`src/rtl/usb_utmi_pkg.sv`:
```
// Shared UTMI-side types and constants: byte bus type, tx arbiter state
// encoding and the default inter-packet gap length.
package usb_utmi_pkg;

    typedef logic [7:0] bus8_t;

    // 8 full-speed bit times at 4 clk per bit
    localparam int USB_IPG_CLKS = 32;

    typedef enum logic [1:0] {
        IDLE  = 2'd0,
        XFER  = 2'd1,
        DRAIN = 2'd2,
        GAP   = 2'd3
    } usb_tx_arb_state_t;

    // Round-robin successor of idx among n slots.
    function automatic int unsigned rr_next_idx(input int unsigned idx, input int unsigned n);
        return ((idx + 32'd1) >= n) ? 32'd0 : (idx + 32'd1);
    endfunction

endpackage

```
`src/rtl/usb_tx_arb_if.sv`:
```
// Bundle between packet sources / UTM tx port and the tx arbiter.
// master = arbiter side, slave = sources plus UTM side.
interface usb_tx_arb_if
    import usb_utmi_pkg::*;
#(
    parameter int REQ_N = 3
);
    logic                    arb_en;
    logic [REQ_N-1:0]        req_valid;
    bus8_t [REQ_N-1:0]       req_data;
    logic [REQ_N-1:0]        req_last;
    logic [REQ_N-1:0]        req_ready;
    logic [REQ_N-1:0]        grant;
    bus8_t                   data_in;
    logic                    tx_valid;
    logic                    tx_ready;
    logic                    utm_tx_oen;
    logic                    busy;
    logic                    underrun;

    modport master (
        input  arb_en, req_valid, req_data, req_last, tx_ready, utm_tx_oen,
        output req_ready, grant, data_in, tx_valid, busy, underrun
    );

    modport slave (
        output arb_en, req_valid, req_data, req_last, tx_ready, utm_tx_oen,
        input  req_ready, grant, data_in, tx_valid, busy, underrun
    );
endinterface

```
`src/rtl/usb_rr_arb.sv`:
```
// Generic round-robin picker: one-hot winner among requesters at or after the
// pointer (wrapping); the pointer moves past the winner when advance is taken.
module usb_rr_arb
    import usb_utmi_pkg::*;
#(
    parameter int REQ_N = 3
) (
    input  logic             clk,
    input  logic             rst,
    input  logic [REQ_N-1:0] i_req,
    input  logic             i_en,
    input  logic             i_advance,
    output logic [REQ_N-1:0] o_winner
);
    localparam int PW = (REQ_N > 1) ? $clog2(REQ_N) : 1;

    logic [PW-1:0] r_ptr;
    logic [PW-1:0] w_hi_idx;
    logic [PW-1:0] w_lo_idx;
    logic [PW-1:0] w_win_idx;
    logic          w_hi_found;
    logic          w_lo_found;

    // Lowest requester at/above the pointer, else lowest overall (wrap).
    always_comb begin
        w_hi_idx   = '0;
        w_lo_idx   = '0;
        w_hi_found = 1'b0;
        w_lo_found = 1'b0;
        for (int i = REQ_N - 1; i >= 0; i--) begin
            if (i_req[i]) begin
                w_lo_idx   = PW'(i);
                w_lo_found = 1'b1;
                if (PW'(i) >= r_ptr) begin
                    w_hi_idx   = PW'(i);
                    w_hi_found = 1'b1;
                end else begin
                    w_hi_idx   = w_hi_idx;
                end
            end else begin
                w_lo_idx = w_lo_idx;
            end
        end
        w_win_idx = w_hi_found ? w_hi_idx : w_lo_idx;
        o_winner  = '0;
        if (i_en && w_lo_found) begin
            o_winner[w_win_idx] = 1'b1;
        end else begin
            o_winner = '0;
        end
    end

    // Pointer register: moves one past the taken winner.
    always_ff @(posedge clk or posedge rst) begin
        if (rst) begin
            r_ptr <= '0;
        end else if (i_advance && i_en && w_lo_found) begin
            r_ptr <= PW'(rr_next_idx(32'(w_win_idx), 32'(REQ_N)));
        end else begin
            r_ptr <= r_ptr;
        end
    end
endmodule

```
`src/rtl/usb_tx_arb.sv`:
```
// Packet-level round-robin scheduler for the UTMI tx port.
// Optional inter-packet gap state/counter: define USB_TX_ARB_IPG_EN.
module usb_tx_arb
    import usb_utmi_pkg::*;
#(
    parameter int REQ_N    = 3,
    parameter int IPG_CLKS = USB_IPG_CLKS
) (
    input  logic           clk,
    input  logic           rst,
    usb_tx_arb_if.master   io_arb
);
    if (REQ_N < 2 || REQ_N > 8 || IPG_CLKS < 1) begin : g_bad_param
        $error("usb_tx_arb: REQ_N must be 2..8 and IPG_CLKS >= 1");
    end

    usb_tx_arb_state_t r_state;
    usb_tx_arb_state_t w_next_state;
    logic [REQ_N-1:0]  r_grant;
    logic [REQ_N-1:0]  w_winner;
    logic              r_seen_oen;
    logic              w_advance;
    logic              w_own_valid;
    logic              w_own_last;
    logic              w_strobe;
    logic              w_under;
    logic              w_pkt_end;
    bus8_t             w_mux;

`ifdef USB_TX_ARB_IPG_EN
    localparam int GW = (IPG_CLKS > 1) ? $clog2(IPG_CLKS) : 1;
    logic [GW-1:0] r_gap_cnt;
`endif

    usb_rr_arb #(.REQ_N(REQ_N)) u_rr (
        .clk       (clk),
        .rst       (rst),
        .i_req     (io_arb.req_valid),
        .i_en      (io_arb.arb_en && (r_state == IDLE)),
        .i_advance (w_advance),
        .o_winner  (w_winner)
    );

    // Only the owner's request lines matter outside IDLE.
    assign w_own_valid = |(io_arb.req_valid & r_grant);
    assign w_own_last  = |(io_arb.req_last  & r_grant);
    assign w_strobe    = (r_state == XFER) && io_arb.tx_ready;
    assign w_under     = w_strobe && !w_own_valid;
    assign w_pkt_end   = w_strobe && (!w_own_valid || w_own_last);

    // One-hot AND-OR byte mux from the owning source.
    always_comb begin
        w_mux = 8'h00;
        for (int i = 0; i < REQ_N; i++) begin
            w_mux = w_mux | (io_arb.req_data[i] & {8{r_grant[i]}});
        end
    end

    // Next-state logic for the packet scheduler.
    always_comb begin
        w_next_state = r_state;
        w_advance    = 1'b0;
        case (r_state)
            IDLE: begin
                if (io_arb.arb_en && (|io_arb.req_valid)) begin
                    w_next_state = XFER;
                    w_advance    = 1'b1;
                end else begin
                    w_next_state = IDLE;
                end
            end
            XFER: begin
                if (w_pkt_end) begin
                    w_next_state = DRAIN;
                end else begin
                    w_next_state = XFER;
                end
            end
            DRAIN: begin
                // Wait for the line to have been driven and released back to J.
                if (r_seen_oen && !io_arb.utm_tx_oen) begin
`ifdef USB_TX_ARB_IPG_EN
                    w_next_state = GAP;
`else
                    w_next_state = IDLE;
`endif
                end else begin
                    w_next_state = DRAIN;
                end
            end
            GAP: begin
`ifdef USB_TX_ARB_IPG_EN
                if (r_gap_cnt == '0) begin
                    w_next_state = IDLE;
                end else begin
                    w_next_state = GAP;
                end
`else
                w_next_state = IDLE;
`endif
            end
            default: begin
                w_next_state = IDLE;
            end
        endcase
    end

    // State, grant and line-activity flag registers.
    always_ff @(posedge clk or posedge rst) begin
        if (rst) begin
            r_state    <= IDLE;
            r_grant    <= '0;
            r_seen_oen <= 1'b0;
        end else begin
            r_state <= w_next_state;
            if ((r_state == IDLE) && (w_next_state == XFER)) begin
                r_grant <= w_winner;
            end else if ((r_state == DRAIN) && (w_next_state != DRAIN)) begin
                r_grant <= '0;
            end else begin
                r_grant <= r_grant;
            end
            if (r_state == XFER) begin
                r_seen_oen <= 1'b0;
            end else if ((r_state == DRAIN) && io_arb.utm_tx_oen) begin
                r_seen_oen <= 1'b1;
            end else begin
                r_seen_oen <= r_seen_oen;
            end
        end
    end

`ifdef USB_TX_ARB_IPG_EN
    // Gap counter: held at its load value through DRAIN, counts down in GAP.
    always_ff @(posedge clk or posedge rst) begin
        if (rst) begin
            r_gap_cnt <= '0;
        end else if (r_state == DRAIN) begin
            r_gap_cnt <= GW'(IPG_CLKS - 1);
        end else if ((r_state == GAP) && (r_gap_cnt != '0)) begin
            r_gap_cnt <= r_gap_cnt - GW'(1);
        end else begin
            r_gap_cnt <= r_gap_cnt;
        end
    end
`endif

    assign io_arb.grant     = r_grant;
    assign io_arb.tx_valid  = (r_state == XFER);
    assign io_arb.busy      = (r_state != IDLE);
    assign io_arb.data_in   = (r_state == XFER) ? w_mux : 8'h00;
    assign io_arb.req_ready = (w_strobe && w_own_valid) ? r_grant : '0;
    assign io_arb.underrun  = w_under;
endmodule

```
`src/flat_wrapper.sv`:
```
// flat-port wrapper written by rule: the top's interface ports become plain ports
module usb_tx_arb_flat import usb_utmi_pkg::*;
#(
    parameter int REQ_N    = 3,
    parameter int IPG_CLKS = USB_IPG_CLKS
)
  (clk, rst, io_arb_arb_en, io_arb_req_valid, io_arb_req_data, io_arb_req_last, io_arb_tx_ready, io_arb_utm_tx_oen, io_arb_req_ready, io_arb_grant, io_arb_data_in, io_arb_tx_valid, io_arb_busy, io_arb_underrun);
  usb_tx_arb_if #(.REQ_N(REQ_N)) io_arb_i ();
  input  logic clk;
  input  logic rst;
  input wire logic [$bits(io_arb_i.arb_en)-1:0] io_arb_arb_en;
  input wire logic [$bits(io_arb_i.req_valid)-1:0] io_arb_req_valid;
  input wire logic [$bits(io_arb_i.req_data)-1:0] io_arb_req_data;
  input wire logic [$bits(io_arb_i.req_last)-1:0] io_arb_req_last;
  input wire logic [$bits(io_arb_i.tx_ready)-1:0] io_arb_tx_ready;
  input wire logic [$bits(io_arb_i.utm_tx_oen)-1:0] io_arb_utm_tx_oen;
  output wire logic [$bits(io_arb_i.req_ready)-1:0] io_arb_req_ready;
  output wire logic [$bits(io_arb_i.grant)-1:0] io_arb_grant;
  output wire logic [$bits(io_arb_i.data_in)-1:0] io_arb_data_in;
  output wire logic [$bits(io_arb_i.tx_valid)-1:0] io_arb_tx_valid;
  output wire logic [$bits(io_arb_i.busy)-1:0] io_arb_busy;
  output wire logic [$bits(io_arb_i.underrun)-1:0] io_arb_underrun;
  assign io_arb_i.arb_en = io_arb_arb_en;
  assign io_arb_i.req_valid = io_arb_req_valid;
  assign io_arb_i.req_data = io_arb_req_data;
  assign io_arb_i.req_last = io_arb_req_last;
  assign io_arb_i.tx_ready = io_arb_tx_ready;
  assign io_arb_i.utm_tx_oen = io_arb_utm_tx_oen;
  assign io_arb_req_ready = io_arb_i.req_ready;
  assign io_arb_grant = io_arb_i.grant;
  assign io_arb_data_in = io_arb_i.data_in;
  assign io_arb_tx_valid = io_arb_i.tx_valid;
  assign io_arb_busy = io_arb_i.busy;
  assign io_arb_underrun = io_arb_i.underrun;
  usb_tx_arb #(.REQ_N(REQ_N), .IPG_CLKS(IPG_CLKS)) u_core (.clk(clk), .rst(rst), .io_arb(io_arb_i));
endmodule
```
`config.mk`:
```
export PLATFORM = sky130hd
export DESIGN_NAME = usb_tx_arb_flat
export DESIGN_NICKNAME = d
export VERILOG_FILES = /design/src/rtl/usb_utmi_pkg.sv /design/src/rtl/usb_tx_arb_if.sv /design/src/rtl/usb_rr_arb.sv /design/src/rtl/usb_tx_arb.sv /design/src/flat_wrapper.sv
export SDC_FILE = /design/constraint.sdc
export NUM_CORES = 1
export LEC_CHECK = 0
export BUFFER_PORTS_ARGS = -buffer_cell sky130_fd_sc_hd__buf_4
export CORE_MARGIN = 2
export CORE_UTILIZATION = 35
export CTS_CLUSTER_DIAMETER = 80
export CTS_CLUSTER_SIZE = 20
export DETAILED_ROUTE_END_ITERATION = 8
export PLACE_DENSITY = 0.74
export SYNTH_ARGS = -nofsm -noshare
export SYNTH_HDL_FRONTEND = slang
export SYNTH_SLANG_ARGS = --single-unit
```
`constraint.sdc`:
```
create_clock -name clk -period 2.2 [get_ports clk]
set_clock_uncertainty 0.1 [all_clocks]
set_input_delay 0.11 -clock clk [delete_from_list [all_inputs] [get_ports clk]]
set_output_delay 0.11 -clock clk [all_outputs]
set_load 0.01 [all_outputs]
```
==> parameters.txt <==
Parameter                              Value

Timing
  Relative slew margins    0.7127
  RSZ-0062 raised after global routing    no
  Setup violation total in the final timing report    0
  Hold Fails Final Rpt    0
  Final setup TNS    0 ps
  Share of the clock period used by the worst path    0.8655
  PnR worst setup slack    296.0 ps
  Measured slew at the worst slew-check pin    429.9 ps
  Max Freq    525.2 MHz
  Fin. max-slew vios    0
  Tmin final    1904 ps

Setup path
  Worst Reg2Reg Path Length in Cells    3
  Critical register-to-register path startpoint    u_core.io_arb.grant[0]
  CP Data Arrival Time    1690 ps
  Startpoint of the worst setup timing path    u_core.io_arb.grant[0]
  Largest stage delay on the critical path    510 ps
  CP top delay family    flip-flops
  Crit path launch type    register
  Required time of the critical path    1990 ps
  Maximum fanout along the worst path    13
  Endpoint of the worst-slack reg-to-reg timing path    u_core.r_state[0]
  Cell-by-cell listing of the critical path    a222oi_1, nor2_1, and2_1, buf_4
  Crit path buf inv count    1
  Critical setup path kind    reg -> out
  Timing endpoint of the critical path    io_arb_req_ready[1]
  Critical-path cell with the highest stage delay    dfrtp_1
  Logic depth of the worst path, buffers included    4
  Slack of the worst reg-to-reg path    630 ps
  Nature of the critical path endpoint    primary output

Placement
  Port Buf Inserts    51
  Setup Slack @ Placement    544.0 ps
  RD Place Congestion    0.7171
  Cell count after placement    137

Routing
  Total via count after detailed routing    762
  Number of search-and-repair iterations in the first detailed-routing pass    5
  DRC violation total after the first TritonRoute iteration    30
  DRC viols    0
  Routed WL    1.910 mm
  Average wire per cell in the routed design    13.55 µm
  Antenna Nets Post-Route    0
  Routed vias/inst    5.404

Worst hold path
  Hold depth    3
  Worst Hold Launch    io_arb_req_valid[2]
  Hold Path Class    in -> reg

Logic synthesis
  Synthesized area per cell    8.398 µm²
  Xor and xnor area share after synthesis    0
  Primary FF master, synth    dfrtp_1
  Post-synthesis share of cell area spent on and, or, nand and nor gates    0.2184
  Cell with the most instances after synthesis    nor2_1
  Top cells by count, synth    nor2_1, a222oi_1, dfrtp_1
  Number of instances in the synthesized netlist    73
  Post-synthesis instance area    613.1 µm²
  Async SR Flop Fraction    1.000
  Library cell with the largest summed area after synthesis    dfrtp_1
  Largest family of logic cells by synthesized area    compound AO/OA/AOI/OAI gates
  Number of synthesized flops with an enable pin    0
  Count of warnings emitted by yosys    0
  Post-synth net total    108
  Top cells by area in the synthesized netlist    dfrtp_1, a222oi_1, nor2_1, o21ai_0, o311ai_4
  Count of cell types in the netlist    27
  Adder and majority cell fraction of the synthesized area    0
  Post-synthesis mux area share    0
  Synthesized-area fraction occupied by ao, oa, aoi and oai cells    0.3816
  Part of the Yosys area used for sequential elements    0.3265
  FF+latch count, synth    8
  Area share of the largest cell type after synthesis    0.3265

Clock network
  Clock Pin Slew Worst Setup and Hold Paths    50 ps
  Clock tree root buffer cell    clkbuf_4
  Clock sink total    8
  CTS tree    yes
  Number of buffers on the longest clock path    2
  CTS H-tree lvls    1
  Clock latency on the worst-skew pair    250 ps
  Number of CTS-inserted buffers    3

Power
  Areal power density over the cells    1036 nW/µm²
  Combinational share of power    0.571
  Portion of total power attributed to sequential cells    0.329
  Worst vdd ir    0.8220 mV
  Cell Int Power    611.5 µW
  Part of the power in the clock network    0.100
  Sw power    457.0 µW
  Switching part of the total power    0.4277
  P_leak    0.5374 nW

Cells and area
  Number of nets in the layout    161
  Fillers    152
  Number of antenna diodes    0
  Layout cell share with drive strength beyond 1    0.4839
  Utilization after layout    0.6104
  Non-filler instance count after layout    141
  Signed area change from the synthesized netlist to the final layout    68.16%

Job
  Max Cap Violations    0

Floorplan
  Number of core rows    15
  Die area    2103 µm²
  Die outline width    45.86 µm
  Ports placed on the boundary    52
  Die height    45.86 µm
  Starting density of the core    0.3630
  Std-Cell Core Area    1689 µm²

Run status
  Result of the run    complete, no violations

Global routing
  Wire length of the first global-routing pass    2.718 mm
  GRT Residual Overflow    0
  Overall global routing resource usage    0.1762
  Number of antenna violations at the first check in global routing    0
  Pin count of the biggest net entering global routing    14
  Vias in the first global route    678
cell type report:
type                            count  area (µm²)  area share
Inverter                            7       26.28     0.02549
Clock buffer                        3       22.52     0.02184
Multi-Input combinational cell     54       367.9      0.3568
Timing Repair Buffer               52       392.9      0.3811
Sequential cell                     8       200.2      0.1942
Tap cell                           17       21.27     0.02063
cells in the final DEF (no fill, tap or decap), drive strengths merged, types with 2 or more instances in the layout:
cell	netlist	final
clkbuf	3	3
o21ai	7	7
and2	3	3
a222oi	9	9
nor2	12	12
inv	7	7
nand2	4	4
buf	1	51
dfrtp	8	8
a21o	2	2
a21oi	2	2
nand2b	2	2
a31o	2	2
kinds of logic after synthesis:
family          Yosys count
simple gates             26
compound gates           28
buf+inv                  11
flops                     8
worst min-delay path by stage:
| stage | endpoint | slack, ps |
|---|---|---|
| floorplan | u_core.io_arb.grant[0] | -170 |
| detailed placement | u_core.r_seen_oen | -20 |
| CTS | u_core.io_arb.grant[2] | 70 |
| global placement | u_core.r_seen_oen | -30 |
| global route | u_core.io_arb.grant[2] | 100 |
| finish | u_core.io_arb.grant[2] | 80 |
power groups by stage:
stage	Combinational, mW	Clock, mW	Sequential (mW)
detailed placement	0.612	0	0.355
floorplan	0.414	0	0.291
CTS	0.615	0.114	0.352
global route	0.668	0.125	0.370
global placement	0.601	0	0.350
finish	0.610	0.107	0.351
worst min-delay path, delay by kind of cell:
kind / cells / cell delay (ps)
buffers and inverters: 1 / 140
AO/OA/AOI/OAI: 2 / 140
flip-flops by register name (all words and copies together) (netlist names):
name and flops:
u_core.io_arb.grant 3, u_core.r_state 2, u_core.u_rr.r_ptr 2, u_core.r_seen_oen 1
metrics by stage:
step | total power, mW | hold WS, ps | instance area, µm²
after floorplan | 0.7052 | -174.3 | 613.1
after global placement | 0.9514 | -27.41 | 998.5
after detailed placement | 0.9660 | -23.68 | 998.5
after CTS | 1.082 | 74.04 | 1031
after global routing | 1.164 | 96.95 | 1031
final | 1.069 | 79.46 | 1031
metal layers:
metal  track usage  wire length [µm]
met2        0.2972              1053
met3       0.06349               129
met4       0.03429                 0
met5             0                 0
met1        0.2145               727
what timing repair did:
item,CTS,global route
hold buffers,1,0
setup buffers,0,0
endpoints found under the hold margin,8,0
resized for setup,0,0
Power figures use the tool's default switching activity.
